`config.mk`:
```
export PLATFORM = sky130hd
export DESIGN_NAME = zjh_stopwatch_bcd
export DESIGN_NICKNAME = d
export VERILOG_FILES = /design/src/rtl/zjh_stopwatch_bcd_pkg.sv /design/src/rtl/zjh_key_debounce.sv /design/src/rtl/zjh_stopwatch_bcd.sv
export SDC_FILE = /design/constraint.sdc
export NUM_CORES = 1
export LEC_CHECK = 0
export ABC_CLOCK_PERIOD_IN_PS = 1900
export CAP_MARGIN = 20
export CELL_PAD_IN_SITES_DETAIL_PLACEMENT = 1
export CELL_PAD_IN_SITES_GLOBAL_PLACEMENT = 2
export CORE_MARGIN = 2
export CORE_UTILIZATION = 30
export CTS_CLUSTER_SIZE = 14
export DETAILED_ROUTE_END_ITERATION = 6
export PLACE_DENSITY = 0.75
export SLEW_MARGIN = 20
export SYNTH_ARGS = -nofsm -noshare
export SYNTH_HDL_FRONTEND = slang
export SYNTH_HIERARCHICAL = 1
export SYNTH_SLANG_ARGS = --single-unit
```
`constraint.sdc`:
```
create_clock -name Clock -period 1.9 [get_ports Clock]
set_input_delay 0.285 -clock Clock [delete_from_list [all_inputs] [get_ports Clock]]
set_output_delay 0.285 -clock Clock [all_outputs]
set_load 0.005 [all_outputs]
```
`src/rtl/zjh_stopwatch_bcd_pkg.sv`:
```
// Shared definitions for the MM:SS stopwatch: FSM state codes, BCD digit limits
// and the single-digit BCD step used by the cascaded counter.
// Pure declarations; no logic of its own.
package zjh_stopwatch_bcd_pkg;

  typedef enum logic [1:0] {
    ST_IDLE  = 2'b00,
    ST_RUN   = 2'b01,
    ST_PAUSE = 2'b10
  } state_t;

  localparam logic [3:0] SEC_H_MAX = 4'd5;
  localparam logic [3:0] MIN_H_MAX = 4'd5;
  localparam logic [3:0] DIG_MAX   = 4'd9;

  // Advance one BCD digit by carry_in. Returns {carry_out, next_digit}.
  // A digit above its limit (upset) collapses to 0 without producing a carry.
  function automatic logic [4:0] bcd_step(input logic [3:0] dig,
                                          input logic [3:0] lim,
                                          input logic       carry_in);
    logic [4:0] res;
    if (dig > lim)      res = {1'b0, 4'd0};
    else if (!carry_in) res = {1'b0, dig};
    else if (dig == lim) res = {1'b1, 4'd0};
    else                res = {1'b0, dig + 4'd1};
    return res;
  endfunction

endpackage

```
`src/rtl/zjh_key_debounce.sv`:
```
// Push-button conditioner: 2-FF synchronizer, stable-count debouncer, rising-edge pulse.
// Pulse appears 2 + DEBOUNCE_CYCLES + 1 cycles after a clean raw 0->1 edge.
// Glitches shorter than DEBOUNCE_CYCLES cycles are absorbed; release produces no pulse.
module zjh_key_debounce #(
  parameter int DEBOUNCE_CYCLES = 20
) (
  input  logic Clock,
  input  logic Aclr,
  input  logic key_raw,
  output logic key_lvl,
  output logic key_pulse
);

  localparam int CW = (DEBOUNCE_CYCLES > 1) ? $clog2(DEBOUNCE_CYCLES) : 1;
  localparam logic [CW-1:0] CNT_LAST = CW'(DEBOUNCE_CYCLES - 1);

  logic          sync1;
  logic          sync2;
  logic          lvl_d;
  logic [CW-1:0] cnt;

  // Synchronize, count consecutive samples that disagree with the accepted level,
  // flip the level on the last one, then pulse on the accepted rising edge.
  always_ff @(posedge Clock or posedge Aclr) begin
    if (Aclr) begin
      sync1     <= 1'b0;
      sync2     <= 1'b0;
      key_lvl   <= 1'b0;
      lvl_d     <= 1'b0;
      cnt       <= '0;
      key_pulse <= 1'b0;
    end else begin
      sync1 <= key_raw;
      sync2 <= sync1;
      if (sync2 != key_lvl) begin
        if (cnt == CNT_LAST) begin
          key_lvl <= sync2;
          cnt     <= '0;
        end else begin
          cnt <= cnt + CW'(1);
        end
      end else begin
        cnt <= '0;
      end
      lvl_d     <= key_lvl;
      key_pulse <= key_lvl & ~lvl_d;
    end
  end

endmodule

```
`src/rtl/zjh_stopwatch_bcd.sv`:
```
// MM:SS stopwatch feeding the scanned 7-segment display: run/pause FSM, prescaler, BCD cascade.
// Digits advance on the prescaler tick edge; keys act one cycle after their debounced pulse.
// No backpressure; all outputs are registered and clear has priority over start/stop.
module zjh_stopwatch_bcd
  import zjh_stopwatch_bcd_pkg::*;
#(
  parameter int TICK_DIV        = 1000,
  parameter int DEBOUNCE_CYCLES = 20
) (
  input  logic       Clock,
  input  logic       Aclr,
  input  logic       Key_SS,
  input  logic       Key_Clr,
  output logic [3:0] Sec_L,
  output logic [3:0] Sec_H,
  output logic [3:0] Min_L,
  output logic [3:0] Min_H,
  output logic       Running,
  output logic       Carry
);

  localparam int PW = $clog2(TICK_DIV);
  localparam logic [PW-1:0] PS_LAST = PW'(TICK_DIV - 1);

  logic          ss_p;
  logic          clr_p;
  state_t        state;
  state_t        state_nxt;
  logic [PW-1:0] ps_cnt;
  logic          tick;
  logic [4:0]    step_sl;
  logic [4:0]    step_sh;
  logic [4:0]    step_ml;
  logic [4:0]    step_mh;

  zjh_key_debounce #(.DEBOUNCE_CYCLES(DEBOUNCE_CYCLES)) u_key_ss (
    .Clock     (Clock),
    .Aclr      (Aclr),
    .key_raw   (Key_SS),
    .key_lvl   (),
    .key_pulse (ss_p)
  );

  zjh_key_debounce #(.DEBOUNCE_CYCLES(DEBOUNCE_CYCLES)) u_key_clr (
    .Clock     (Clock),
    .Aclr      (Aclr),
    .key_raw   (Key_Clr),
    .key_lvl   (),
    .key_pulse (clr_p)
  );

  // Next-state logic: clear dominates, start/stop toggles RUN/PAUSE, code 11 falls back to IDLE.
  always_comb begin
    state_nxt = state;
    if (clr_p) begin
      state_nxt = ST_IDLE;
    end else begin
      case (state)
        ST_IDLE:  if (ss_p) state_nxt = ST_RUN;
        ST_RUN:   if (ss_p) state_nxt = ST_PAUSE;
        ST_PAUSE: if (ss_p) state_nxt = ST_RUN;
        default:  state_nxt = ST_IDLE;
      endcase
    end
  end

  // State register, with Running registered from the next state so it tracks RUN exactly.
  always_ff @(posedge Clock or posedge Aclr) begin
    if (Aclr) begin
      state   <= ST_IDLE;
      Running <= 1'b0;
    end else begin
      state   <= state_nxt;
      Running <= (state_nxt == ST_RUN);
    end
  end

  assign tick = (state == ST_RUN) && (ps_cnt == PS_LAST);

  // Prescaler: counts only in RUN, holds the partial second in PAUSE, sits at 0 otherwise.
  always_ff @(posedge Clock or posedge Aclr) begin
    if (Aclr) begin
      ps_cnt <= '0;
    end else if (clr_p) begin
      ps_cnt <= '0;
    end else begin
      case (state)
        ST_RUN:   ps_cnt <= tick ? '0 : ps_cnt + PW'(1);
        ST_PAUSE: ps_cnt <= ps_cnt;
        default:  ps_cnt <= '0;
      endcase
    end
  end

  // Ripple the tick through the four digits; an upset digit is zeroed by its step.
  always_comb begin
    step_sl = bcd_step(Sec_L, DIG_MAX,   1'b1);
    step_sh = bcd_step(Sec_H, SEC_H_MAX, step_sl[4]);
    step_ml = bcd_step(Min_L, DIG_MAX,   step_sh[4]);
    step_mh = bcd_step(Min_H, MIN_H_MAX, step_ml[4]);
  end

  // Digit registers and the one-cycle wrap pulse out of 59:59.
  always_ff @(posedge Clock or posedge Aclr) begin
    if (Aclr) begin
      Sec_L <= 4'd0;
      Sec_H <= 4'd0;
      Min_L <= 4'd0;
      Min_H <= 4'd0;
      Carry <= 1'b0;
    end else if (clr_p) begin
      Sec_L <= 4'd0;
      Sec_H <= 4'd0;
      Min_L <= 4'd0;
      Min_H <= 4'd0;
      Carry <= 1'b0;
    end else begin
      Carry <= tick & step_mh[4];
      if (tick) begin
        Sec_L <= step_sl[3:0];
        Sec_H <= step_sh[3:0];
        Min_L <= step_ml[3:0];
        Min_H <= step_mh[3:0];
      end
    end
  end

endmodule

```
==> flow_summary.json, run 1 <==
{
  "path_max_fanout": 8,
  "leakage_nw": 1.43,
  "grt_pass1_vias": 2114,
  "synth_top_area_share_pct": 51.4,
  "finalHoldViolCount": 0,
  "worstSetupPathType": "flop to flop",
  "overflow": 0,
  "num_vias": 2095,
  "htree_levels": 2,
  "worst_pin_slew_ns": 0.398,
  "areaGrowthSynthToFinish_pct": 31.3,
  "vias_per_cell": 5.29,
  "r2r_slack_ns": -0.01,
  "vdd.ir_drop.worst_mv": 0.440,
  "hpwlAfterDp_um": 4280,
  "holdCritPathClass": "input pin to asynchronous set/reset pin",
  "syn_nets": 243,
  "synth.distinct_cells": 47,
  "cts.sink_count": 50,
  "layout-drive-gt1-share_pct": 23.5,
  "worstSetupStartpointType": "flop",
  "antennaDiodeCount": 0,
  "synth_most_common_cell": "dfrtp_1",
  "grt_pass1_wl_um": 10400,
  "total_power_w": 0.00195,
  "drt-pass1-iter-count": 4,
  "netlist_area_um2": 2430,
  "drv_slew": 0,
  "worstReg2RegEnd": "Min_L[3]",
  "grt_use_total_pct": 14.9,
  "required_ns": 2.13,
  "wl_um": 6060,
  "drc": 0,
  "setup_ws_ns": -0.0140,
  "ys.flop_type": "dfrtp_1",
  "place_area_um2": 3000,
  "timing.fmax_mhz": 522,
  "die_h_um": 94.0,
  "nNetsFinal": 300,
  "clkLatencyLatePin_ns": 0.31,
  "rr_worst_depth": 5,
  "ys_ff_latch": 50,
  "power_density_nw_per_um2": 609,
  "layout.area.seq_um2": 1250,
  "violations": "negative setup slack",
  "fin_area_um2": 3190,
  "avgSynthCellArea_um2": 10.3,
  "ys_seq_area_share_pct": 51.4,
  "root_buffer": "clkbuf_8",
  "path_clk_slew_ns": 0.10,
  "status": "complete, but fails checks",
  "drt_iter0_drc": 56,
  "grt_antenna_before_repair": 0,
  "final_antenna_net_count": 0,
  "die_area_um2": 8840,
  "multiInputGateArea_um2": 1180,
  "fp.dieW_um": 94.0,
  "synthCells": 236,
  "numCtsBuffers": 5,
  "ios": 22,
  "gp_congestion": 0.725,
  "core_area_um2": 7810,
  "worstPathArrival_ns": 2.15,
  "port_buffers": 21,
  "tritoncts": "yes",
  "clk_path_buf_depth": 2,
  "critical_path.endpoint_type": "flop",
  "synthTopCellsByArea": "dfrtp_1 51%, o21ai_0 3.5%, a21oi_1 2.9%, nand2_1 2.8%, nand3_1 2.7%",
  "async_flop_share_pct": 100,
  "timing.rr.start": "ps_cnt[1]",
  "wl_per_cell_um": 15.3,
  "slew_headroom_pct": 73.2,
  "synth_edf_count": 0,
  "rows": 32,
  "grt_max_degree": 31,
  "setup_viol": 2,
  "start_util_pct": 31.2,
  "skew_ns": 0.0132,
  "yosysTopAreaCell": "dfrtp_1",
  "fin_crit_sh_pct": 101,
  "grt_setup_unrepaired": "yes",
  "synth_common_cells": "50 x dfrtp_1, 18 x nand2_1, 17 x o21ai_0",
  "n_fill_cell": 884,
  "period_minus_slack_ns": 1.91,
  "drv_cap": 0,
  "yosysWarningCount": 6,
  "pre_cts_slack_ns": -0.0267
}
critical path: stages, from the launching register on:
cell	delay, ns
dfrtp_1	0.37
ha_2	0.20
nand4b_1	0.12
or4_4	0.49
or4_4	0.53
a21oi_1	0.13
logic make-up (layout without fill, tap and decap cells):
group           after synthesis  count (layout)  share of synthesized area (%)
compound gates               59              59                           15.8
xor+xnor                      8               8                           2.88
fa+ha+maj                     3               3                           1.54
buf+inv                      13              71                           2.06
flops                        50              50                           51.4
mux                           4               4                           1.85
simple gates                 99              99                           24.4
per-stage QoR:
step                      hold slack [ns]  TNS [ns]  instances  util, %
after floorplan                     0.125         0        236        -
after global placement              0.337         0        386     38.4
after detailed placement            0.340   -0.0583        386     38.4
after CTS                           0.314   -0.0463        396     40.3
after global routing                0.349    -0.481        396     40.9
final                               0.315   -0.0152        396     40.9
power breakdown:
| group | switching, W | total, W | internal (W) |
|---|---|---|---|
| sequential | 0.0000124 | 0.00109 | 0.00108 |
| combinational | 0.0000336 | 0.0000528 | 0.0000192 |
| clock | 0.000369 | 0.000802 | 0.000434 |
| total | 0.000415 | 0.00195 | 0.00153 |
sequential cells by signal, summed over array words and instances, names as in the netlist, 2 cells and up:
register / count
Min_H: 4
Min_L: 4
Sec_H: 4
Sec_L: 4
ps_cnt: 10
state: 2
u_key_clr/cnt: 5
u_key_ss/cnt: 5
per-layer routing:
layer	vias to the layer above	GRT usage [%]	share of wire (%)
li1	990	-	-
met3	4	3.61	2.2
met1	1080	19.5	47
met4	0	2.66	0.64
met2	21	25.4	50
met5	-	0	0
how the worst max path moves through the flow:
stage	from	endpoint	slack, ns
floorplan	ps_cnt[0]	Min_L[3]	0.05
finish	ps_cnt[1]	Min_L[3]	-0.01
detailed placement	ps_cnt[0]	Sec_L[3]	-0.03
CTS	ps_cnt[1]	Min_L[3]	-0.02
global route	ps_cnt[0]	Min_L[3]	-0.12
global placement	ps_cnt[0]	Min_L[3]	0.02
repair_timing:
| item | CTS | global route |
|---|---|---|
| endpoints found under the hold margin | 0 | 0 |
| hold buffers | 0 | 0 |
| setup endpoints to repair | 4 | 9 |
| gates resized for setup | 3 | 11 |
| buffers inserted | 2 | 0 |
| pin swaps | 4 | 2 |
cell usage in the layout, fill, tap and decap left out, types with 3 or more instances in the layout:
cell             instances
a21o_1                   4
nand3_1                 13
xnor2_1                  4
dfrtp_1                 49
nand2_1                 17
nor4_1                   3
nand2b_1                 3
nor3_1                   6
and3_1                   4
a211oi_1                 3
buf_4                   37
a31oi_1                  4
nand4_1                  5
clkbuf_8                 6
or4_4                    5
xor2_1                   4
or4_1                    3
a21oi_1                 10
inv_1                    5
a21oi_2                  4
nor3b_1                  3
nor2_1                  15
clkdlybuf4s50_1         21
a41oi_1                  3
o21ai_0                 17
and2_1                   6
layout make-up:
cell class | count | area share, %
inverter | 5 | 0.588
multi-input combinational | 173 | 37.1
tap | 102 | 4.00
sequential | 50 | 39.2
clock buffer | 6 | 2.59
clock inverter | 2 | 1.21
timing repair buffer | 58 | 15.3
No activity file was read; power rests on OpenSTA's default activity.
==> run 2: changes to the inputs <==
--- a/config.mk
+++ b/config.mk
@@ -5,7 +5,8 @@
 export SDC_FILE = /design/constraint.sdc
 export NUM_CORES = 1
 export LEC_CHECK = 0
-export ABC_CLOCK_PERIOD_IN_PS = 1900
+export ABC_AREA = 0
+export ABC_CLOCK_PERIOD_IN_PS = 1800
 export CAP_MARGIN = 20
 export CELL_PAD_IN_SITES_DETAIL_PLACEMENT = 1
 export CELL_PAD_IN_SITES_GLOBAL_PLACEMENT = 2
@@ -13,7 +14,8 @@
 export CORE_UTILIZATION = 30
 export CTS_CLUSTER_SIZE = 14
 export DETAILED_ROUTE_END_ITERATION = 6
-export PLACE_DENSITY = 0.75
+export PLACE_DENSITY = 0.72
+export SETUP_SLACK_MARGIN = 0.15
 export SLEW_MARGIN = 20
 export SYNTH_ARGS = -nofsm -noshare
 export SYNTH_HDL_FRONTEND = slang
==> constraint.sdc (replaced) <==
create_clock -name Clock -period 1.8 [get_ports Clock]
set_input_delay 0.27 -clock Clock [delete_from_list [all_inputs] [get_ports Clock]]
set_output_delay 0.27 -clock Clock [all_outputs]
set_load 0.005 [all_outputs]
==> run 2 against run 1 <==
Net effect:
- the flow still finishes with violations (negative setup slack)
- largest power group unchanged
- register-to-register slack got worse by 0.03 ns
- sequential share of layout area down 2.0 points
- final cell count up 2.3%
- clock skew decreased by 0.0040 ns
- utilization is 2.4 points higher
- clock power rose by 5.2%
- setup slack lost 0.027 ns
- non-clock buffer count grew 9
- critical endpoint is now Sec_L[1]
- global-route usage is 0.56 points higher
- flip-flop and latch count unchanged
- first-iteration DRC count is 61% higher
- clock-buffer cell count down 1
==> flow_summary.json, run 2 (synthesis gave the netlist of run 1 again) <==
{
  "slew_headroom_pct": 70.3,
  "gp_congestion": 0.764,
  "final_cell_mix": "44 x dfrtp_1, 35 x buf_4, 17 x nand2_1, 17 x clkdlybuf4s50_1, 15 x nor2_1",
  "htree_levels": 2,
  "cts_hold_buf": 0,
  "wl_um": 6480,
  "drv_cap": 0,
  "n_fill_cell": 880,
  "die_h_um": 94.0,
  "crit_family": "simple AND/OR/NAND/NOR gates",
  "start_util_pct": 31.2,
  "num_vias": 2112,
  "crit_chain": "ha_4 -> nand4b_1 -> or4_4 -> or4b_4 -> a21oi_2",
  "fin_cells": 405,
  "clkLatencyLatePin_ns": 0.31,
  "leakage_nw": 1.55,
  "holdCritPathClass": "input pin to asynchronous set/reset pin",
  "drc": 0,
  "finalHoldViolCount": 0,
  "worst_pin_slew_ns": 0.442,
  "critical_path.endpoint_type": "flop",
  "drt-pass1-iter-count": 4,
  "setup_viol": 2,
  "final_antenna_net_count": 0,
  "largest_reg_flops": 10,
  "grt_use_total_pct": 15.5,
  "layout-drive-gt1-share_pct": 29.4,
  "grt_pass1_wl_um": 10700,
  "place_area_um2": 3010,
  "final_common_cell": "dfrtp_1",
  "timing.fmax_mhz": 543,
  "core_area_um2": 7810,
  "grt_setup_unrepaired": "yes",
  "clk_path_buf_depth": 2,
  "violations": "negative setup slack",
  "max_stage_delay_ns": 0.50,
  "path_max_fanout": 8,
  "overflow": 0,
  "grt_antenna_before_repair": 0,
  "vdd.ir_drop.worst_mv": 0.431,
  "status": "complete, but fails checks",
  "fin_area_um2": 3380,
  "cp_slowest_cell": "or4b_4",
  "die_area_um2": 8840,
  "hpwlAfterDp_um": 4390,
  "power_density_nw_per_um2": 607,
  "pre_cts_slack_ns": -0.0975,
  "drt_iter0_drc": 90,
  "wl_per_cell_um": 16.0,
  "required_ns": 2.05,
  "regMostFlops": "ps_cnt",
  "antennaDiodeCount": 0,
  "total_power_w": 0.00205,
  "tritoncts": "yes",
  "setup_ws_ns": -0.0410,
  "nNetsFinal": 309,
  "areaGrowthSynthToFinish_pct": 39.0,
  "rows": 32,
  "grt_max_degree": 31,
  "top_regs": "ps_cnt (10), u_key_clr/cnt (5), u_key_ss/cnt (5)",
  "worstSetupPathType": "flop to flop",
  "skew_ns": 0.00920,
  "cts.sink_count": 50,
  "fp.dieW_um": 94.0,
  "vias_per_cell": 5.21,
  "drv_slew": 0,
  "grt_pass1_vias": 2217,
  "dpl.cell_count": 384,
  "path_buf_inv": 0,
  "worstSetupStartpointType": "flop",
  "period_minus_slack_ns": 1.84,
  "path_clk_slew_ns": 0.10,
  "numCtsBuffers": 5,
  "fin_crit_sh_pct": 102,
  "ios": 22,
  "root_buffer": "clkbuf_8",
  "worstPathArrival_ns": 2.09,
  "hold_slack_ns": 0.277,
  "port_buffers": 21
}
run 2: area by class of cell:
cell class | instances | area (um2) | area share, %
Multi-Input combinational cell | 173 | 1250 | 37.1
Timing Repair Buffer | 67 | 603 | 17.8
Clock buffer | 5 | 68.8 | 2.04
Tap cell | 102 | 128 | 3.77
Clock inverter | 3 | 48.8 | 1.44
Sequential cell | 50 | 1260 | 37.2
Inverter | 5 | 18.8 | 0.555
run 2: metrics by stage:
stage	TNS, ns	util (%)
floorplan	0	-
CTS	-0.124	41.6
global placement	-0.0752	38.6
detailed placement	-0.232	38.6
global route	-0.551	43.3
finish	-0.0606	43.3
run 2: repair_timing:
action,CTS,global route
buffers inserted,8,5
hold endpoints to repair,0,0
cloned,0,0
pin swaps,4,6
gates resized for setup,13,30
setup endpoints to repair,22,33
run 2: path summary, 6_finish.rpt:
| check | start | to | slack, ns | cells after the start |
|---|---|---|---|---|
| max in group asynchronous | Aclr | state[0] | 1.07 | 3 |
| min in group Clock | u_key_clr/sync1 | u_key_clr/sync2 | 0.36 | 0 |
| max | ps_cnt[1] | Sec_L[1] | -0.04 | 5 |
| min | Aclr | u_key_ss/sync1 | 0.28 | 2 |
| min reg2reg | u_key_clr/sync1 | u_key_clr/sync2 | 0.36 | 0 |
| max reg2reg | ps_cnt[1] | Sec_L[1] | -0.04 | 5 |
run 2: layer usage:
layer / up-vias / global-route usage [%] / share of wire [%]
li1: 1013 / - / -
met1: 1061 / 21.3 / 46
met2: 26 / 25.1 / 50
met3: 12 / 2.49 / 2.2
met4: 0 / 4.47 / 1.5
met5: - / 0 / 0
run 2: power by group:
group          switching [W]  internal [W]
Sequential         0.0000124       0.00114
Clock               0.000420      0.000424
Combinational      0.0000362     0.0000206
Total               0.000469       0.00158
